### config.mk
export PLATFORM = sky130hd
export DESIGN_NAME = snake_mover_param_flat
export DESIGN_NICKNAME = d
export VERILOG_FILES = /design/src/rtl/snake_mover_param_if.sv /design/src/rtl/snake_mover_param.sv /design/src/flat_wrapper.sv
export SDC_FILE = /design/constraint.sdc
export NUM_CORES = 1
export LEC_CHECK = 0
export BUFFER_PORTS_ARGS = -buffer_cell sky130_fd_sc_hd__buf_4
export CAP_MARGIN = 10
export CORE_MARGIN = 2
export CORE_UTILIZATION = 45
export DETAILED_ROUTE_END_ITERATION = 10
export GPL_TIMING_DRIVEN = 0
export PLACE_DENSITY = 0.59
export SLEW_MARGIN = 20
export SYNTH_ARGS = -nofsm -noshare
export SYNTH_HDL_FRONTEND = slang
export SYNTH_SLANG_ARGS = --single-unit
export TNS_END_PERCENT = 30
### constraint.sdc
create_clock -name CLK -period 7.29 [get_ports CLK]
set_input_delay 0.729 -clock CLK [delete_from_list [all_inputs] [get_ports CLK]]
set_output_delay 0.729 -clock CLK [all_outputs]
set_load 0.02 [all_outputs]
### src/rtl/snake_mover_param_if.sv
// Bundle between the snake engine and its surrounding game logic: move/direction/grow
// controls plus the registered segment read port and status outputs.
interface snake_mover_param_if #(
  parameter int X_W   = 5,
  parameter int Y_W   = 5,
  parameter int IDX_W = 6
);
  logic             TICK;
  logic [1:0]       DIR_REQ;
  logic             DIR_VALID;
  logic             GROW;
  logic             RESTART;
  logic [IDX_W-1:0] RD_IDX;
  logic [X_W-1:0]   RD_X;
  logic [Y_W-1:0]   RD_Y;
  logic             RD_VALID;
  logic [X_W-1:0]   HEAD_X;
  logic [Y_W-1:0]   HEAD_Y;
  logic [IDX_W:0]   LENGTH;
  logic             ALIVE;
  logic             BUSY;
  logic             MOVED;
  logic             DIED;

  modport master (
    output TICK, DIR_REQ, DIR_VALID, GROW, RESTART, RD_IDX,
    input  RD_X, RD_Y, RD_VALID, HEAD_X, HEAD_Y, LENGTH, ALIVE, BUSY, MOVED, DIED
  );

  modport slave (
    input  TICK, DIR_REQ, DIR_VALID, GROW, RESTART, RD_IDX,
    output RD_X, RD_Y, RD_VALID, HEAD_X, HEAD_Y, LENGTH, ALIVE, BUSY, MOVED, DIED
  );
endinterface

### src/rtl/snake_mover_param.sv
// Snake body engine: circular buffer of segment coordinates, one cell per TICK,
// growth, wall and self collision, registered segment read port.
// Optional macro SNAKE_WRAP_EN: walls wrap around instead of killing the snake.
module snake_mover_param #(
  parameter int GRID_W   = 32,
  parameter int GRID_H   = 24,
  parameter int X_W      = 5,
  parameter int Y_W      = 5,
  parameter int MAX_LEN  = 64,
  parameter int IDX_W    = 6,
  parameter int INIT_LEN = 3,
  parameter int START_X  = 8,
  parameter int START_Y  = 12
) (
  input logic               CLK,
  input logic               RST_N,
  snake_mover_param_if.slave bus
);

  typedef enum logic [1:0] {IDLE, CHECK, COMMIT, DEAD} state_t;
  typedef enum logic [1:0] {RIGHT = 2'd0, UP = 2'd1, LEFT = 2'd2, DOWN = 2'd3} dir_t;

  localparam logic [IDX_W:0] MAX_LEN_V  = (IDX_W+1)'(MAX_LEN);
  localparam logic [IDX_W:0] INIT_LEN_V = (IDX_W+1)'(INIT_LEN);
  localparam logic [X_W:0]   X_HI       = (X_W+1)'(GRID_W);
  localparam logic [Y_W:0]   Y_HI       = (Y_W+1)'(GRID_H);

  state_t           state, next_state;
  dir_t             cur_dir, next_dir, mv_dir;
  logic [X_W-1:0]   mem_x [MAX_LEN];
  logic [Y_W-1:0]   mem_y [MAX_LEN];
  logic [IDX_W-1:0] hp, idx, seg_ptr, rd_ptr;
  logic [IDX_W:0]   length, scan_n;
  logic             grow_pend, g;
  logic [X_W-1:0]   cand_x, c_x, head_x, rd_x;
  logic [Y_W-1:0]   cand_y, c_y, head_y, rd_y;
  logic [X_W:0]     step_x;
  logic [Y_W:0]     step_y;
  logic             wall, hit, last, moved, died, rd_valid;

  assign head_x  = mem_x[hp];
  assign head_y  = mem_y[hp];
  assign seg_ptr = hp - idx;
  assign rd_ptr  = hp - bus.RD_IDX;
  assign scan_n  = g ? length : length - 1'b1;
  assign hit     = (scan_n != '0) && (mem_x[seg_ptr] == cand_x) && (mem_y[seg_ptr] == cand_y);
  assign last    = (scan_n == '0) || ({1'b0, idx} == scan_n - 1'b1);

  assign bus.RD_X     = rd_x;
  assign bus.RD_Y     = rd_y;
  assign bus.RD_VALID = rd_valid;
  assign bus.HEAD_X   = head_x;
  assign bus.HEAD_Y   = head_y;
  assign bus.LENGTH   = length;
  assign bus.ALIVE    = (state != DEAD);
  assign bus.BUSY     = (state != IDLE);
  assign bus.MOVED    = moved;
  assign bus.DIED     = died;

  // Candidate head one step along next_dir, one extra bit so -1 and GRID are visible.
  always_comb begin
    step_x = {1'b0, head_x};
    step_y = {1'b0, head_y};
    unique case (next_dir)
      RIGHT: step_x = {1'b0, head_x} + 1'b1;
      UP:    step_y = {1'b0, head_y} - 1'b1;
      LEFT:  step_x = {1'b0, head_x} - 1'b1;
      DOWN:  step_y = {1'b0, head_y} + 1'b1;
    endcase
`ifdef SNAKE_WRAP_EN
    c_x  = (step_x == '1) ? X_W'(GRID_W - 1) : (step_x == X_HI) ? '0 : step_x[X_W-1:0];
    c_y  = (step_y == '1) ? Y_W'(GRID_H - 1) : (step_y == Y_HI) ? '0 : step_y[Y_W-1:0];
    wall = 1'b0;
`else
    c_x  = step_x[X_W-1:0];
    c_y  = step_y[Y_W-1:0];
    wall = (step_x == '1) || (step_x == X_HI) || (step_y == '1) || (step_y == Y_HI);
`endif
  end

  // State register.
  always_ff @(posedge CLK or negedge RST_N) begin
    if (!RST_N) state <= IDLE;
    else        state <= next_state;
  end

  // Next-state logic; RESTART takes priority from every state.
  always_comb begin
    next_state = state;
    if (bus.RESTART) begin
      next_state = IDLE;
    end else begin
      unique case (state)
        IDLE:   if (bus.TICK) next_state = wall ? DEAD : CHECK;
        CHECK:  if (hit) next_state = DEAD;
                else if (last) next_state = COMMIT;
        COMMIT: next_state = IDLE;
        DEAD:   next_state = DEAD;
      endcase
    end
  end

  // Segment buffer, direction, growth, scan counter, pulses and read port.
  always_ff @(posedge CLK or negedge RST_N) begin
    if (!RST_N) begin
      for (int unsigned i = 0; i < MAX_LEN; i++) begin
        mem_x[IDX_W'(i)] <= '0;
        mem_y[IDX_W'(i)] <= '0;
      end
      for (int unsigned i = 0; i < INIT_LEN; i++) begin
        mem_x[IDX_W'(MAX_LEN - i)] <= X_W'(START_X - i);
        mem_y[IDX_W'(MAX_LEN - i)] <= Y_W'(START_Y);
      end
      hp        <= '0;
      idx       <= '0;
      length    <= INIT_LEN_V;
      cur_dir   <= RIGHT;
      next_dir  <= RIGHT;
      mv_dir    <= RIGHT;
      grow_pend <= 1'b0;
      g         <= 1'b0;
      cand_x    <= '0;
      cand_y    <= '0;
      moved     <= 1'b0;
      died      <= 1'b0;
      rd_x      <= '0;
      rd_y      <= '0;
      rd_valid  <= 1'b0;
    end else if (bus.RESTART) begin
      for (int unsigned i = 0; i < MAX_LEN; i++) begin
        mem_x[IDX_W'(i)] <= '0;
        mem_y[IDX_W'(i)] <= '0;
      end
      for (int unsigned i = 0; i < INIT_LEN; i++) begin
        mem_x[IDX_W'(MAX_LEN - i)] <= X_W'(START_X - i);
        mem_y[IDX_W'(MAX_LEN - i)] <= Y_W'(START_Y);
      end
      hp        <= '0;
      idx       <= '0;
      length    <= INIT_LEN_V;
      cur_dir   <= RIGHT;
      next_dir  <= RIGHT;
      mv_dir    <= RIGHT;
      grow_pend <= 1'b0;
      g         <= 1'b0;
      cand_x    <= '0;
      cand_y    <= '0;
      moved     <= 1'b0;
      died      <= 1'b0;
      rd_x      <= '0;
      rd_y      <= '0;
      rd_valid  <= 1'b0;
    end else begin
      moved    <= (state == COMMIT);
      died     <= (next_state == DEAD) && (state != DEAD);
      rd_x     <= mem_x[rd_ptr];
      rd_y     <= mem_y[rd_ptr];
      rd_valid <= ({1'b0, bus.RD_IDX} < length);
      if (bus.DIR_VALID && (bus.DIR_REQ != (cur_dir ^ 2'b10)))
        next_dir <= dir_t'(bus.DIR_REQ);
      if (bus.GROW)
        grow_pend <= 1'b1;
      else if ((state == COMMIT) && g)
        grow_pend <= 1'b0;
      unique case (state)
        IDLE: if (bus.TICK) begin
          cand_x <= c_x;
          cand_y <= c_y;
          g      <= grow_pend && (length < MAX_LEN_V);
          idx    <= '0;
          // Direction actually taken by this move; requests arriving mid-scan
          // only affect later moves and cannot turn cur_dir into a reversal.
          mv_dir <= next_dir;
        end
        CHECK: idx <= idx + 1'b1;
        COMMIT: begin
          hp                   <= hp + 1'b1;
          mem_x[hp + 1'b1]     <= cand_x;
          mem_y[hp + 1'b1]     <= cand_y;
          cur_dir              <= mv_dir;
          if (g) length        <= length + 1'b1;
        end
        default: ;
      endcase
    end
  end

endmodule

### src/flat_wrapper.sv
// flat-port wrapper written by rule: the top's interface ports become plain ports
module snake_mover_param_flat 
#(
  parameter int GRID_W   = 32,
  parameter int GRID_H   = 24,
  parameter int X_W      = 5,
  parameter int Y_W      = 5,
  parameter int MAX_LEN  = 64,
  parameter int IDX_W    = 6,
  parameter int INIT_LEN = 3,
  parameter int START_X  = 8,
  parameter int START_Y  = 12
)
  (CLK, RST_N, bus_TICK, bus_DIR_REQ, bus_DIR_VALID, bus_GROW, bus_RESTART, bus_RD_IDX, bus_RD_X, bus_RD_Y, bus_RD_VALID, bus_HEAD_X, bus_HEAD_Y, bus_LENGTH, bus_ALIVE, bus_BUSY, bus_MOVED, bus_DIED);
  snake_mover_param_if #(.X_W(X_W), .Y_W(Y_W), .IDX_W(IDX_W)) bus_i ();
  input logic CLK;
  input logic RST_N;
  input wire logic [$bits(bus_i.TICK)-1:0] bus_TICK;
  input wire logic [$bits(bus_i.DIR_REQ)-1:0] bus_DIR_REQ;
  input wire logic [$bits(bus_i.DIR_VALID)-1:0] bus_DIR_VALID;
  input wire logic [$bits(bus_i.GROW)-1:0] bus_GROW;
  input wire logic [$bits(bus_i.RESTART)-1:0] bus_RESTART;
  input wire logic [$bits(bus_i.RD_IDX)-1:0] bus_RD_IDX;
  output wire logic [$bits(bus_i.RD_X)-1:0] bus_RD_X;
  output wire logic [$bits(bus_i.RD_Y)-1:0] bus_RD_Y;
  output wire logic [$bits(bus_i.RD_VALID)-1:0] bus_RD_VALID;
  output wire logic [$bits(bus_i.HEAD_X)-1:0] bus_HEAD_X;
  output wire logic [$bits(bus_i.HEAD_Y)-1:0] bus_HEAD_Y;
  output wire logic [$bits(bus_i.LENGTH)-1:0] bus_LENGTH;
  output wire logic [$bits(bus_i.ALIVE)-1:0] bus_ALIVE;
  output wire logic [$bits(bus_i.BUSY)-1:0] bus_BUSY;
  output wire logic [$bits(bus_i.MOVED)-1:0] bus_MOVED;
  output wire logic [$bits(bus_i.DIED)-1:0] bus_DIED;
  assign bus_i.TICK = bus_TICK;
  assign bus_i.DIR_REQ = bus_DIR_REQ;
  assign bus_i.DIR_VALID = bus_DIR_VALID;
  assign bus_i.GROW = bus_GROW;
  assign bus_i.RESTART = bus_RESTART;
  assign bus_i.RD_IDX = bus_RD_IDX;
  assign bus_RD_X = bus_i.RD_X;
  assign bus_RD_Y = bus_i.RD_Y;
  assign bus_RD_VALID = bus_i.RD_VALID;
  assign bus_HEAD_X = bus_i.HEAD_X;
  assign bus_HEAD_Y = bus_i.HEAD_Y;
  assign bus_LENGTH = bus_i.LENGTH;
  assign bus_ALIVE = bus_i.ALIVE;
  assign bus_BUSY = bus_i.BUSY;
  assign bus_MOVED = bus_i.MOVED;
  assign bus_DIED = bus_i.DIED;
  snake_mover_param #(.GRID_W(GRID_W), .GRID_H(GRID_H), .X_W(X_W), .Y_W(Y_W), .MAX_LEN(MAX_LEN), .IDX_W(IDX_W), .INIT_LEN(INIT_LEN), .START_X(START_X), .START_Y(START_Y)) u_core (.CLK(CLK), .RST_N(RST_N), .bus(bus_i));
endmodule
==> results.cfg <==
[route]
drt_iter0_drc = 6845
vias = 38200
routed_via_density = 7.22
finalWirelength_microns = 222000
route.detailed.drc = 0
drt_pass1_iterations = 8
ant_nets = 0
wl_per_cell_microns = 42.0

[power]
power_density_nw_per_um2 = 203
finalPower_mw = 10.3
ir_worst_vdd_mv = 0.146
cellLeakagePower_nw = 22.6

[finish]
drive_gt1_share_pct = 24.0
final_cell_area_sq_um = 50800
fin_nets = 3975
syn_to_final_growth_pct = 12.1
fillers = 8890

[run_status]
violations = hold timing, setup timing
status = complete, but fails checks

[cts]
cts-root-buf = clkbuf_16
clkTransAtPathRegs_ps = 60
clockBufferDepth = 3
h-tree-depth = 3
insertion_delay_ps = 700
cts_tree = built
cts.sink_count = 692
numCtsBuffers = 83

[placed_design]
hpwl_microns = 163000
dp_slack_ps = -652
gp_congestion = 1.15
post_dp_cell_area_sq_um = 47900
port-buffer-count = 45

[yosys]
synth_cells = 3773
ys_seq_elements = 692
yosys_warnings = 0
synth_nets = 3819
ys_seq_area_share_pct = 38.3
synth_cell_types = 71
synthFlopType = dfrtp_1
synth_edf_count = 0
synth.cell_area_sq_um = 45300
async_flop_share_pct = 100
syn_area_per_cell_sq_um = 12.0

[timing]
finalWorstSetupSlack_ps = -192
fin_crit_sh_pct = 103
layout_min_cycle_time_ps = 7480
hold_slack_ps = -0.527
setup_violations = 3
fin_skew_ps = 46.9
worst_slew_pin_slew_ps = 1270
setup_tns_ps = -425
drv_slew = 0
relSlewSlack_pct = 15.3
finalHoldViolCount = 1
fmax_mhz = 134

[min_path]
holdCritPathClass = in2async

[grt]
overflow = 0
grt_max_degree = 96
antenna_found_initial = 15
grtUsageTotal_pct = 43.4
grt_pass1_wl_microns = 304000
grt_pass1_vias = 35900

[floorplan]
rows = 116
die_area_sq_um = 103000
start_util_pct = 45.3
core_sq_um = 100000
ios = 46
die_w_microns = 321
die_h_microns = 321

[critical_path]
cp.arrival_ps = 8080
crit_path_start_kind = register
path_class = reg2reg
r2r_slack_ps = -190
cp-end-kind = register
critPathRequiredTime_ps = 7890
crit_fanout = 10

[job]
cap_violations = 0
[cell type report]
class                   instances  area [sq um]  area share, %
repair buffers                 74           857           1.69
inverters                      34           128          0.251
multi-input cells            2681         26400           52.0
diodes                          7          17.5         0.0345
clock inverters                16           146          0.288
flip-flops and latches        692         17300           34.1
clock buffers                 130          2580           5.07
well taps                    1298          1620           3.20
plain buffers                 363          1690           3.34
[through the flow]
stage          util (%)  instances
3_3_place_gp       47.3       5116
5_1_grt            50.8       5289
3_5_place_dp       47.9       5139
6_report           50.8       5295
4_1_cts            50.7       5283
2_1_floorplan         -       3773
[power breakdown]
group	internal [mW]	switching, mW
registers	3.86	0.0241
logic	0.557	1.57
clock network	2.48	1.80
[worst max-delay path, cell delays in order, from the launching register on]
cell      delay (ps)
dfrtp_1          350
buf_2            320
buf_6            290
buf_6            250
buf_4            320
clkinv_1         490
ha_1             410
fa_1             520
buf_2            530
buf_2            620
clkbuf_2         630
nor2_2           270
buf_6            250
nand3_1           70
nand4_1          150
nand3_1          160
o21ai_0          320
a211o_1          500
nand2_1          100
nand4_1          270
o31ai_1          300
and2_1           180
[cells in the mapped netlist, types with 5 or more instances]
library cell  instances  share of area (%)
o211ai_1              8               0.13
inv_1                32               0.27
o31ai_1               5              0.083
buf_6                 5               0.12
a211o_1              12               0.23
a21o_1                7               0.12
mux2i_1             710                 16
nand4_1              24               0.33
nor2b_1              31               0.43
nor2_1              730                6.0
xnor2_1              34               0.66
or3_1                 6              0.083
a221oi_1             15               0.29
nor3_1               14               0.15
dfstp_2              14               0.81
a31oi_1               9               0.12
buf_2                89               0.98
mux2_2                7               0.17
o21ai_0              40               0.44
buf_4                20               0.33
o221ai_1             11               0.21
a211oi_1             23               0.38
nor2_4               10               0.25
o22ai_1              12               0.17
and2_1               12               0.17
nand3_1              39               0.43
nand2b_1             13               0.18
dfrtp_1             678                 37
a21oi_1              81               0.89
a32oi_1               5              0.097
nand2_1             171                1.4
ha_1                 28               0.77
buf_1                42               0.35
nor2_2               12               0.17
clkbuf_1            209                1.7
xor2_1               19               0.37
a22o_1                6               0.12
mux4_2              522                 26
[cell usage in the layout, fill, tap and decap left out, types with 10 or more instances in the layout]
master	count
a211o_1	12
a211oi_1	23
a21oi_1	81
a221oi_1	14
and2_1	12
buf_1	24
buf_16	12
buf_2	93
buf_4	77
buf_6	10
clkbuf_1	190
clkbuf_16	85
clkbuf_2	35
clkbuf_8	28
dfrtp_1	678
dfstp_2	14
ha_1	28
inv_1	32
mux2i_1	706
mux4_2	522
nand2_1	171
nand2b_1	13
nand3_1	39
nand4_1	24
nor2_1	726
nor2_4	18
nor2b_1	30
nor3_1	10
o21ai_0	40
o221ai_1	11
o22ai_1	12
xnor2_1	32
xor2_1	19
[metal layers]
metal	part of all wire [%]	global-route usage [%]	vias up
li1	-	-	14300
met1	37	56.3	19700
met2	39	57.1	3414
met3	15	18.6	793
met4	8.8	31.7	16
met5	0.20	1.28	-
[repair_timing]
item	in CTS	in global routing
buffers inserted	0	6
endpoints found under the hold margin	0	0
gates resized for setup	12	15
hold buffers	0	0
setup endpoints to repair	7	3
pin swaps	0	1
[kinds of logic (layout without fill, tap and decap cells)]
group | Yosys count | in the layout | share of synthesized area (%)
DFF | 692 | 692 | 38.3
AOI/OAI and AO/OA | 273 | 273 | 4.03
muxes | 1241 | 1241 | 41.9
adders and majority gates | 33 | 33 | 0.972
xor gates and xnor gates | 56 | 56 | 1.13
other | 0 | 7 | 0
and+or+nand+nor | 1078 | 1078 | 9.88
buffers and inverters | 400 | 617 | 3.81
[worst paths after layout]
path / start / to / cells after the start
min in group CLK: bus_GROW / u_core.grow_pend$_DFFE_PN0P_ / 3
setup / recovery: u_core.hp[0]$_DFFE_PN0P_ / u_core.bus.DIED$_DFF_PN0_ / 21
hold / removal: RST_N / u_core.mem_x[292]$_DFFE_PN0P_ / 1
hold reg to reg: u_core.mv_dir[0]$_DFFE_PN0P_ / u_core.mv_dir[0]$_DFFE_PN0P_ / 1
setup reg to reg: u_core.hp[0]$_DFFE_PN0P_ / u_core.bus.DIED$_DFF_PN0_ / 21
max in group asynchronous: RST_N / u_core.mem_y[91]$_DFFE_PN0P_ / 4
[registers in the layout, summed over array words and instances, names as in the netlist, 2 cells and up]
register / count
u_core.cur_dir: 2
u_core.bus.RD_Y: 5
u_core.state: 2
u_core.bus.RD_X: 5
u_core.cand_x: 5
u_core.bus.LENGTH: 7
u_core.mem_x: 320
u_core.hp: 6
u_core.next_dir: 2
u_core.mem_y: 320
u_core.cand_y: 5
u_core.idx: 6
u_core.mv_dir: 2
No activity file was read; power rests on OpenSTA's default activity.
